==> src/rtl/loader_pkg.sv <==
// Shared types for the program loader: FSM state, FIFO entry, widths.
package loader_pkg;

  localparam int DATA_W = 32;
  localparam int CNT_W  = 16;

  typedef enum logic {
    HOLD = 1'b0,
    RUN  = 1'b1
  } state_t;

  typedef struct packed {
    logic [DATA_W-1:0] addr;
    logic [DATA_W-1:0] data;
  } entry_t;

endpackage

==> src/rtl/loader_fifo.sv <==
// Small synchronous capture FIFO; pointers carry an extra wrap bit.
module loader_fifo
  import loader_pkg::*;
#(
  parameter int FIFO_DEPTH = 4
) (
  input  logic   clk,
  input  logic   rst,
  input  logic   push,
  input  entry_t din,
  input  logic   pop,
  output logic   full,
  output logic   empty,
  output logic   last,
  output entry_t head
);

  localparam int IW = $clog2(FIFO_DEPTH);

  logic [IW:0] wp;
  logic [IW:0] rp;
  logic [IW:0] cnt;
  entry_t      mem [FIFO_DEPTH];

  always_ff @(posedge clk) begin
    if (rst) begin
      wp <= '0;
      rp <= '0;
      for (int i = 0; i < FIFO_DEPTH; i++)
        mem[i] <= '0;
    end else begin
      if (push) begin
        mem[wp[IW-1:0]] <= din;
        wp <= wp + 1'b1;
      end
      if (pop)
        rp <= rp + 1'b1;
    end
  end

  assign cnt   = wp - rp;
  assign empty = (wp == rp);
  assign full  = (wp[IW] != rp[IW]) &&
                 (wp[IW-1:0] == rp[IW-1:0]);
  assign last  = (cnt == (IW+1)'(1));
  assign head  = mem[rp[IW-1:0]];

endmodule

==> src/rtl/prog_loader.sv <==
// Captures receiver words into a FIFO and drains them to instruction memory.
// Optional running checksum: define PROG_LOADER_CHECKSUM_EN.
module prog_loader
  import loader_pkg::*;
#(
  parameter int IMEM_AW    = 6,
  parameter int FIFO_DEPTH = 4
) (
  input  logic               clk,
  input  logic               rst,
  input  logic               load_en,
  input  logic [DATA_W-1:0]  in_addr,
  input  logic [DATA_W-1:0]  in_data,
  input  logic               in_wr,
  output logic [IMEM_AW-1:0] mem_addr,
  output logic [DATA_W-1:0]  mem_wdata,
  output logic               mem_we,
  input  logic               mem_ready,
  output logic               cpu_rst,
  output logic [CNT_W-1:0]   word_cnt,
  output logic [DATA_W-1:0]  checksum,
  output logic               ovf_err,
  output logic               range_err
);

  logic   in_wr_q;
  logic   load_en_q;
  logic   cap;
  logic   range_bad;
  logic   load_start;
  logic   push;
  logic   pop;
  logic   full;
  logic   empty;
  logic   last;
  entry_t din;
  entry_t head;
  state_t state;
  logic   unused_addr_hi;

  assign cap        = in_wr & ~in_wr_q & load_en;
  assign range_bad  = |(in_addr >> IMEM_AW);
  assign load_start = load_en & ~load_en_q;
  assign pop        = mem_we & mem_ready;
  assign push       = cap & ~range_bad & (~full | pop);

  assign din.addr = DATA_W'(in_addr[IMEM_AW-1:0]);
  assign din.data = in_data;

  loader_fifo #(
    .FIFO_DEPTH (FIFO_DEPTH)
  ) u_fifo (
    .clk   (clk),
    .rst   (rst),
    .push  (push),
    .din   (din),
    .pop   (pop),
    .full  (full),
    .empty (empty),
    .last  (last),
    .head  (head)
  );

  assign mem_addr       = head.addr[IMEM_AW-1:0];
  assign mem_wdata      = head.data;
  assign unused_addr_hi = ^head.addr[DATA_W-1:IMEM_AW];

  always_ff @(posedge clk) begin
    if (rst) begin
      in_wr_q   <= 1'b0;
      load_en_q <= 1'b0;
    end else begin
      in_wr_q   <= in_wr;
      load_en_q <= load_en;
    end
  end

  // Drops low only when the entry being popped is the last one left.
  always_ff @(posedge clk) begin
    if (rst)
      mem_we <= 1'b0;
    else
      mem_we <= ~empty & ~(pop & ~push & last);
  end

  always_ff @(posedge clk) begin
    if (rst) begin
      state   <= HOLD;
      cpu_rst <= 1'b1;
    end else begin
      unique case (state)
        HOLD: begin
          if (!load_en && empty && !mem_we) begin
            state   <= RUN;
            cpu_rst <= 1'b0;
          end
        end
        RUN: begin
          if (load_en) begin
            state   <= HOLD;
            cpu_rst <= 1'b1;
          end
        end
        default: begin
          state   <= HOLD;
          cpu_rst <= 1'b1;
        end
      endcase
    end
  end

  always_ff @(posedge clk) begin
    if (rst) begin
      word_cnt  <= '0;
      ovf_err   <= 1'b0;
      range_err <= 1'b0;
    end else begin
      word_cnt  <= (load_start ? '0 : word_cnt) + CNT_W'(pop);
      ovf_err   <= (ovf_err & ~load_start) |
                   (cap & ~range_bad & full & ~pop);
      range_err <= (range_err & ~load_start) |
                   (cap & range_bad);
    end
  end

`ifdef PROG_LOADER_CHECKSUM_EN
  always_ff @(posedge clk) begin
    if (rst)
      checksum <= '0;
    else
      checksum <= (load_start ? '0 : checksum) +
                  (pop ? mem_wdata : '0);
  end
`else
  assign checksum = '0;
`endif

endmodule

==> config.mk <==
export PLATFORM = sky130hd
export DESIGN_NAME = prog_loader
export DESIGN_NICKNAME = d
export VERILOG_FILES = /design/src/rtl/loader_pkg.sv /design/src/rtl/loader_fifo.sv /design/src/rtl/prog_loader.sv
export SDC_FILE = /design/constraint.sdc
export NUM_CORES = 1
export LEC_CHECK = 0
export CORE_MARGIN = 1.5
export CORE_UTILIZATION = 56
export DETAILED_ROUTE_END_ITERATION = 7
export PLACE_DENSITY = 0.85
export REMOVE_ABC_BUFFERS = 1
export SYNTH_ARGS = -nofsm -noshare
export SYNTH_HDL_FRONTEND = slang
export SYNTH_SLANG_ARGS = --single-unit
==> constraint.sdc <==
create_clock -name clk -period 5.65 [get_ports clk]
set_input_delay 0.8475 -clock clk [delete_from_list [all_inputs] [get_ports clk]]
set_output_delay 0.8475 -clock clk [all_outputs]
set_load 0.01 [all_outputs]
Word level (Yosys, flattened, before mapping):

Memory sizes are Yosys's and may differ from the RTL's. A register that Yosys moved wholly into a read port is not among the register bits.
Cells that the tools add are included.

* memory bits (writable): 152
* logic and storage cells: 73
* latch bits: 0
* register bits: 29
* bits in read-only memories: 0
* output and inout port bits: 90
* memories kept: 1

Memory list
* u_fifo.mem: words 4, bits a word 38, rd ports 1, clocked after memory_dff 1, write ports 4, line loader_fifo.sv:23 `entry_t mem [FIFO_DEPTH];`

* muxes and demuxes: 17
* $add $sub $neg: 4
* order comparisons: 0
* divide/modulo/power cells: 0
* shifts and indexed selects: 0
* reductions and logical operators: 8
* equality and inequality tests: 6
* bitwise operators: 27
* multiply operators: 0

Operator list (count)
* $mux 38: 1
* $reduce_or 38->1: 1
* $reduce_or 26->1: 1
* $add 16x1->16: 1
* $mux 16: 1
* $and 1x1->1: 14
* $mux 1: 10
* $not 1->1: 10
* $add 3x1->3 const B: 2
* $mux 2: 3
* $ne 2x2->1 const B: 2
* $pmux 1 s2: 2
* $eq 3x1->1 const B: 1
* $eq 3x3->1: 1
* $logic_and 1x1->1: 3
* $or 1x1->1: 3
* $sub 3x3->3: 1
* $eq 2x2->1: 1
* $logic_not 1->1: 2
* $reduce_and 2->1: 1
* $ne 1x1->1: 1

Logic depth before layout (Yosys ltp):

Gate-level depths: netlist of the first run.

* depth in word-level cells: 10
* gate-level depth with buffers: 9

Hierarchy:

Synthesis of the first run repeated with hierarchy kept, for this count alone.

* cells, all modules: 823
* area total of the unflattened synthesis: 12792.3 um^2

By module, submodules not included
* loader_fifo: area an instance 11472.3 um^2, seq. area each 7847.5 um^2, times used 1, cells each 669
* prog_loader: area an instance 1320.0 um^2, seq. area each 460.4 um^2, times used 1, cells each 154

Least setup slack after synthesis of the first run:

No wires, ideal clock.

* path kind: input port to flip-flop
* start point: input port in_addr[21]
* end point: memory u_fifo.mem[3][0] (netlist bit), enable pin
* buffers on the path: 2
* path slack: 1.539 ns
* cell stages on the path: 6
* setup time: 0.441 ns
* data arrival time: 3.669 ns
* cells stage by stage: nor4_1 > and4_1 > buf_6 > nand3_2 > buf_2 > o21bai_1

RTL lines
* from (decl): line prog_loader.sv:12 `input logic [DATA_W-1:0] in_addr,`
* to (decl): line loader_fifo.sv:23

==> results of run 1 <==
## metal layers
layer  share of wire (%)  vias up
met2                  54      236
met3                 7.2       23
li1                    -     2386
met4                 1.5        0
met5                   0        -
met1                  37     2568
## cells by family (layout without fill, tap and decap cells)
logic type                 after synthesis  after routing
AOI/OAI and AO/OA                       20             20
xor gates and xnor gates                14             14
adders and majority gates                7              7
buffers and inverters                   73            170
DFF                                    183            183
muxes                                   39             39
other                                    1             32
and+or+nand+nor                        286            286
## cell usage in the layout (no fill, tap or decap), types with 4 or more instances in the layout
master / count
a21oi_1: 10
buf_4: 6
bufinv_16: 5
clkbuf_16: 17
clkdlybuf4s50_1: 125
conb_1: 32
dfxtp_1: 29
edfxtp_1: 152
ha_1: 6
inv_1: 6
mux4_2: 38
nand2_1: 15
nand2b_1: 39
nand3_1: 7
nand4_1: 7
nand4_2: 5
nor2_1: 169
nor2b_1: 7
nor4_1: 8
o21ai_0: 4
xnor2_1: 7
xor2_1: 7
## sequential cells by signal (all words and copies together) (netlist names), named ones only
name        cells
u_fifo.mem    152
word_cnt       16
u_fifo.rp       3
u_fifo.wp       3
cpu_rst         1
in_wr_q         1
load_en_q       1
mem_we          1
ovf_err         1
range_err       1
state           1
## power by group
| part | leakage, nW | internal (mW) | total [mW] | switching (mW) |
|---|---|---|---|---|
| clock | 0.305 | 0.781 | 1.26 | 0.482 |
| combinational | 1.41 | 0.0770 | 0.157 | 0.0802 |
| sequential | 1.82 | 1.50 | 1.51 | 0.0130 |
| total | 3.54 | 2.35 | 2.93 | 0.575 |
## metrics by stage
| stage | instances | setup slack (ns) | hold slack, ns | util, % |
|---|---|---|---|---|
| global route | 935 | 1.73 | 0.487 | 69.7 |
| finish | 935 | 1.93 | 0.463 | 69.7 |
| global placement | 903 | 1.74 | 0.455 | 65.4 |
| CTS | 935 | 1.84 | 0.467 | 69.7 |
| detailed placement | 903 | 1.60 | 0.454 | 65.4 |
| floorplan | 587 | 1.11 | 0.460 | - |
## worst max-delay path by stage
stage / startpoint / end / slack [ns]
2_1_floorplan: in_addr[21] / u_fifo.mem[3][0] / 1.11
3_3_place_gp: in_addr[24] / u_fifo.mem[3][14] / 1.74
3_5_place_dp: in_addr[24] / u_fifo.mem[3][14] / 1.60
4_1_cts: register / mem_wdata[24] / 1.84
5_1_grt: register / mem_addr[5] / 1.73
6_report: register / mem_wdata[24] / 1.93
## worst max-delay path, stage by stage, from the launching register on
cell and delay [ns]:
dfxtp_2 0.90, buf_4 0.46, mux4_2 0.57, clkdlybuf4s50_1 0.50
## final cells by class
| cell class | count | share of cell area (%) |
|---|---|---|
| multi-input combinational | 398 | 27.0 |
| tap | 184 | 2.28 |
| timing repair buffer | 132 | 12.9 |
| inverter | 6 | 0.223 |
| sequential | 183 | 51.4 |
| clock buffer | 18 | 4.25 |
| clock inverter | 14 | 2.03 |
==> results.yml, run 1 <==
critical_path:
  worstSetupPathType: "reg -> out"
  startpoint_type: "register"
  reg2reg_from: "u_fifo.wp[0]"
  reg2regPathDepth: 6
  critPathArrivalTime_ns: 2.87
  crit_fanout: 23
  critPathRequiredTime_ns: 4.80
  r2r-end: "u_fifo.mem[0][24]"
  endpoint_kind: "output pin"
  reg2reg_slack_ns: 2.74
floorplanning:
  core_um2: 14500
  start_util_pct: 57.1
  die_x_um: 125
  ios: 159
  die_area_um2: 15500
  die_h_um: 125
  num_rows: 44
yosys:
  avgSynthCellArea_um2: 13.3
  synth_common_cells: "nor2_1, edfxtp_1, nand2b_1"
  synthDistinctLibCells: 44
  synth_xor_xnor_area_share_pct: 1.48
  synth-main-ff-cell: "edfxtp_1"
  synth_top_family_by_area: "simple AND/OR/NAND/NOR gates"
  synth_edf_count: 152
  synth_compound_area_share_pct: 1.39
  synth_area_leaders: "edfxtp_1, mux4_2, nor2_1"
  synth-simple-area-share_pct: 16.7
  synthArstFlopShare_pct: 0
  yosys.area_share.adder_pct: 1.15
  ys_ff_latch: 183
  synthMuxAreaShare_pct: 10.5
  synth_area_um2: 8270
  ys_warn_count: 0
  seq_area_frac_synth_pct: 62.7
  syn-instance-count: 623
  yosys.area.top_type_share_pct: 55.2
  synth_top_cell_by_area: "edfxtp_1"
  synth_most_common_cell: "nor2_1"
job:
  drv_cap: 0
sta:
  finalHoldViolCount: 0
  fin_worst_skew_ns: 0.00483
  drv_slew: 0
  worst_pin_slew_ns: 1.22
  fin_tns_setup_ns: 0
  period_share_pct: 65.8
  max_freq_ghz: 0.269
  fin_crit_ns: 3.72
  relSlewSlack_pct: 18.2
  setup_viol_count_final: 0
  rsz0062_at_grt: "no"
clock_tree:
  clock-sinks: 183
  post-cts-setup-buffer-count: 0
  cts-root-buf: "clkbuf_16"
  h-tree-depth: 4
  cts_buffers: 17
  cts-resized-gates: 0
  cts_tree: "done"
  cts.clk_slew.worst_paths_ns: 0.06
  hold_buffers: 0
  clk_path_buf_depth: 2
  clock_latency_ns: 0.43
grt:
  grt_pass1_wl_um: 27900
  grt_overflow_total: 0
  grtUsageMet3_pct: 5.46
  antenna_found_initial: 0
  met1_usage_pct: 27.4
  grt_pass1_vias: 5518
  top_usage_layer: "met2"
  grt_max_degree: 62
  grtUsageMet2_pct: 42.4
  track_usage_pct: 23.6
final_layout:
  regArea_um2: 5190
  multiInputGateArea_um2: 2720
  area_growth_pct: 22.0
  n_antenna_cell: 0
  nets: 814
  post_route_cells_drive_above_1_share_pct: 12.5
  final_area_um2: 10100
  fillers: 973
detailed_routing:
  viasPerCell: 5.58
  wl_per_cell_um: 18.6
  ant_nets: 0
  drcViolationCount: 0
  drt_first_pass_iters: 4
  initialDrtViolationCount: 539
  totalWireLength_um: 17400
  via_count: 5213
hold_path:
  min_to: "ovf_err"
  hp-start: "ovf_err"
  hp-class: "reg -> reg"
  holdPathStages: 2
power:
  max-vdd-ir-drop_uv: 230
  p_leak_nw: 3.54
  pwr_density_cell_nw_per_um2: 290
  power_mw: 2.93
placed_design:
  dpl-instance-area_um2: 9460
  portBuffers: 126
  dpl.hpwl_um: 10700
  gp_congestion: 0.822
outcome:
  status: "complete, no violations"
Power figures use the tool's default switching activity.
==> run 2, diff against run 1 <==
--- a/config.mk
+++ b/config.mk
@@ -6,9 +6,9 @@
 export NUM_CORES = 1
 export LEC_CHECK = 0
 export CORE_MARGIN = 1.5
-export CORE_UTILIZATION = 56
+export CORE_UTILIZATION = 47
 export DETAILED_ROUTE_END_ITERATION = 7
-export PLACE_DENSITY = 0.85
+export PLACE_DENSITY = 0.76
 export REMOVE_ABC_BUFFERS = 1
 export SYNTH_ARGS = -nofsm -noshare
 export SYNTH_HDL_FRONTEND = slang
==> constraint.sdc (replaced) <==
create_clock -name clk -period 3.2 [get_ports clk]
set_input_delay 0.48 -clock clk [delete_from_list [all_inputs] [get_ports clk]]
set_output_delay 0.48 -clock clk [all_outputs]
set_load 0.01 [all_outputs]
==> run 2 against run 1 <==
  * Combinational power grew 87%
  * Critical endpoint is now mem_wdata[2]
  * Worst setup slack worse by 1.6 ns
  * Largest cell class unchanged
  * Sequential share of layout area down 0.65 points
  * Register-to-register slack worse by 1.8 ns
==> results.yml, run 2 (synthesis gave the netlist of run 1 again) <==
clock_tree:
  h-tree-depth: 4
  hold_buffers: 0
  cts-root-buf: "clkbuf_16"
  clk_path_buf_depth: 2
  cts-resized-gates: 0
  post-cts-setup-buffer-count: 0
  cts_tree: "done"
  cts.clk_slew.worst_paths_ns: 0.07
  clock-sinks: 183
  cts_buffers: 17
  clock_latency_ns: 0.42
hold_path:
  hp-class: "reg -> reg"
  holdPathStages: 2
critical_path:
  crit_fanout: 20
  reg2regPathDepth: 8
  startpoint_type: "register"
  worstSetupPathType: "reg -> out"
  critPathRequiredTime_ns: 2.72
  endpoint_kind: "output pin"
  critPathArrivalTime_ns: 2.40
outcome:
  status: "complete, no violations"
grt:
  grt_pass1_wl_um: 26800
  grt_max_degree: 41
  met1_usage_pct: 23.5
  track_usage_pct: 19.6
  grt_overflow_total: 0
  antenna_found_initial: 2
  grtUsageMet2_pct: 33.9
  grt_pass1_vias: 5286
  grtUsageMet3_pct: 5.24
  top_usage_layer: "met2"
floorplanning:
  die_h_um: 136
  die_area_um2: 18400
  start_util_pct: 48.0
  die_x_um: 136
  num_rows: 48
  core_um2: 17200
  ios: 159
final_layout:
  post_route_cells_drive_above_1_share_pct: 13.5
  final_common_cell: "nor2_1"
  largest-register: "u_fifo.mem"
  nets: 824
  largest_reg_flops: 152
  fillers: 1320
  reg.largest.list: "u_fifo.mem x152, word_cnt x16"
  area_growth_pct: 23.7
  final_area_um2: 10200
  layout_common_cells: "nor2_1, edfxtp_1, clkdlybuf4s50_1"
sta:
  finalHoldViolCount: 0
  drv_slew: 0
  fin_crit_ns: 2.88
  relSlewSlack_pct: 55.5
  fin_worst_skew_ns: 0.00941
  postLayoutSetupSlackWorst_ns: 0.319
  max_freq_ghz: 0.347
  rsz0062_at_grt: "no"
  setup_viol_count_final: 0
  worst_pin_slew_ns: 0.668
  period_share_pct: 90.0
  holdWs_ns: 0.459
placed_design:
  dpl.hpwl_um: 10700
  pre_cts_ws_ns: 0.365
  gp_congestion: 0.844
  portBuffers: 126
  dpl-instance-area_um2: 9640
job:
  drv_cap: 0
detailed_routing:
  initialDrtViolationCount: 374
  drcViolationCount: 0
  ant_nets: 0
  via_count: 5221
  drt_first_pass_iters: 4
  wl_per_cell_um: 17.3
  totalWireLength_um: 17100
  viasPerCell: 5.29
power:
  pwr_density_cell_nw_per_um2: 489
  power_mw: 5.01
  p_leak_nw: 3.57
  max-vdd-ir-drop_uv: 456
run 2: routing by layer:
layer,part of all wire [%],up-vias
met2,50,224
met5,0,-
li1,-,2407
met1,39,2570
met3,9.4,20
met4,1.4,0
run 2: layout make-up:
class                      instances  area, um2  share of cell area [%]
antenna                            1       2.50                  0.0245
clock buffer                      17        425                    4.16
clock inverter                    15        161                    1.58
inverter                           6       22.5                   0.220
multi-input combinational        398       2720                    26.6
sequential                       183       5190                    50.7
tap                              225        282                    2.75
timing repair buffer             142       1430                    13.9
run 2: report_power, final:
part	internal [mW]	switching, mW	leakage, nW
logic	0.148	0.146	1.48
registers	2.64	0.0192	1.82
clock network	1.21	0.845	0.271
total	4.00	1.01	3.57
run 2: final timing paths:
path             start            to  slack, ns
min          range_err     range_err       0.46
min reg2reg  range_err     range_err       0.46
max reg2reg     mem_we  word_cnt[12]       0.99
max           register  mem_wdata[2]       0.32
run 2: stage by stage:
stage / utilization [%] / setup TNS [ns] / cells
2_1_floorplan: - / -62.35 / 587
3_3_place_gp: 55.9 / 0 / 954
3_5_place_dp: 55.9 / 0 / 954
4_1_cts: 59.3 / 0 / 986
5_1_grt: 59.3 / 0 / 986
6_report: 59.4 / 0 / 987
run 2: worst max-delay path, cell delays in order, from the launching register on:
cell and delay (ns):
dfxtp_4 0.63, buf_12 0.26, mux4_2 0.52, clkdlybuf4s50_1 0.55
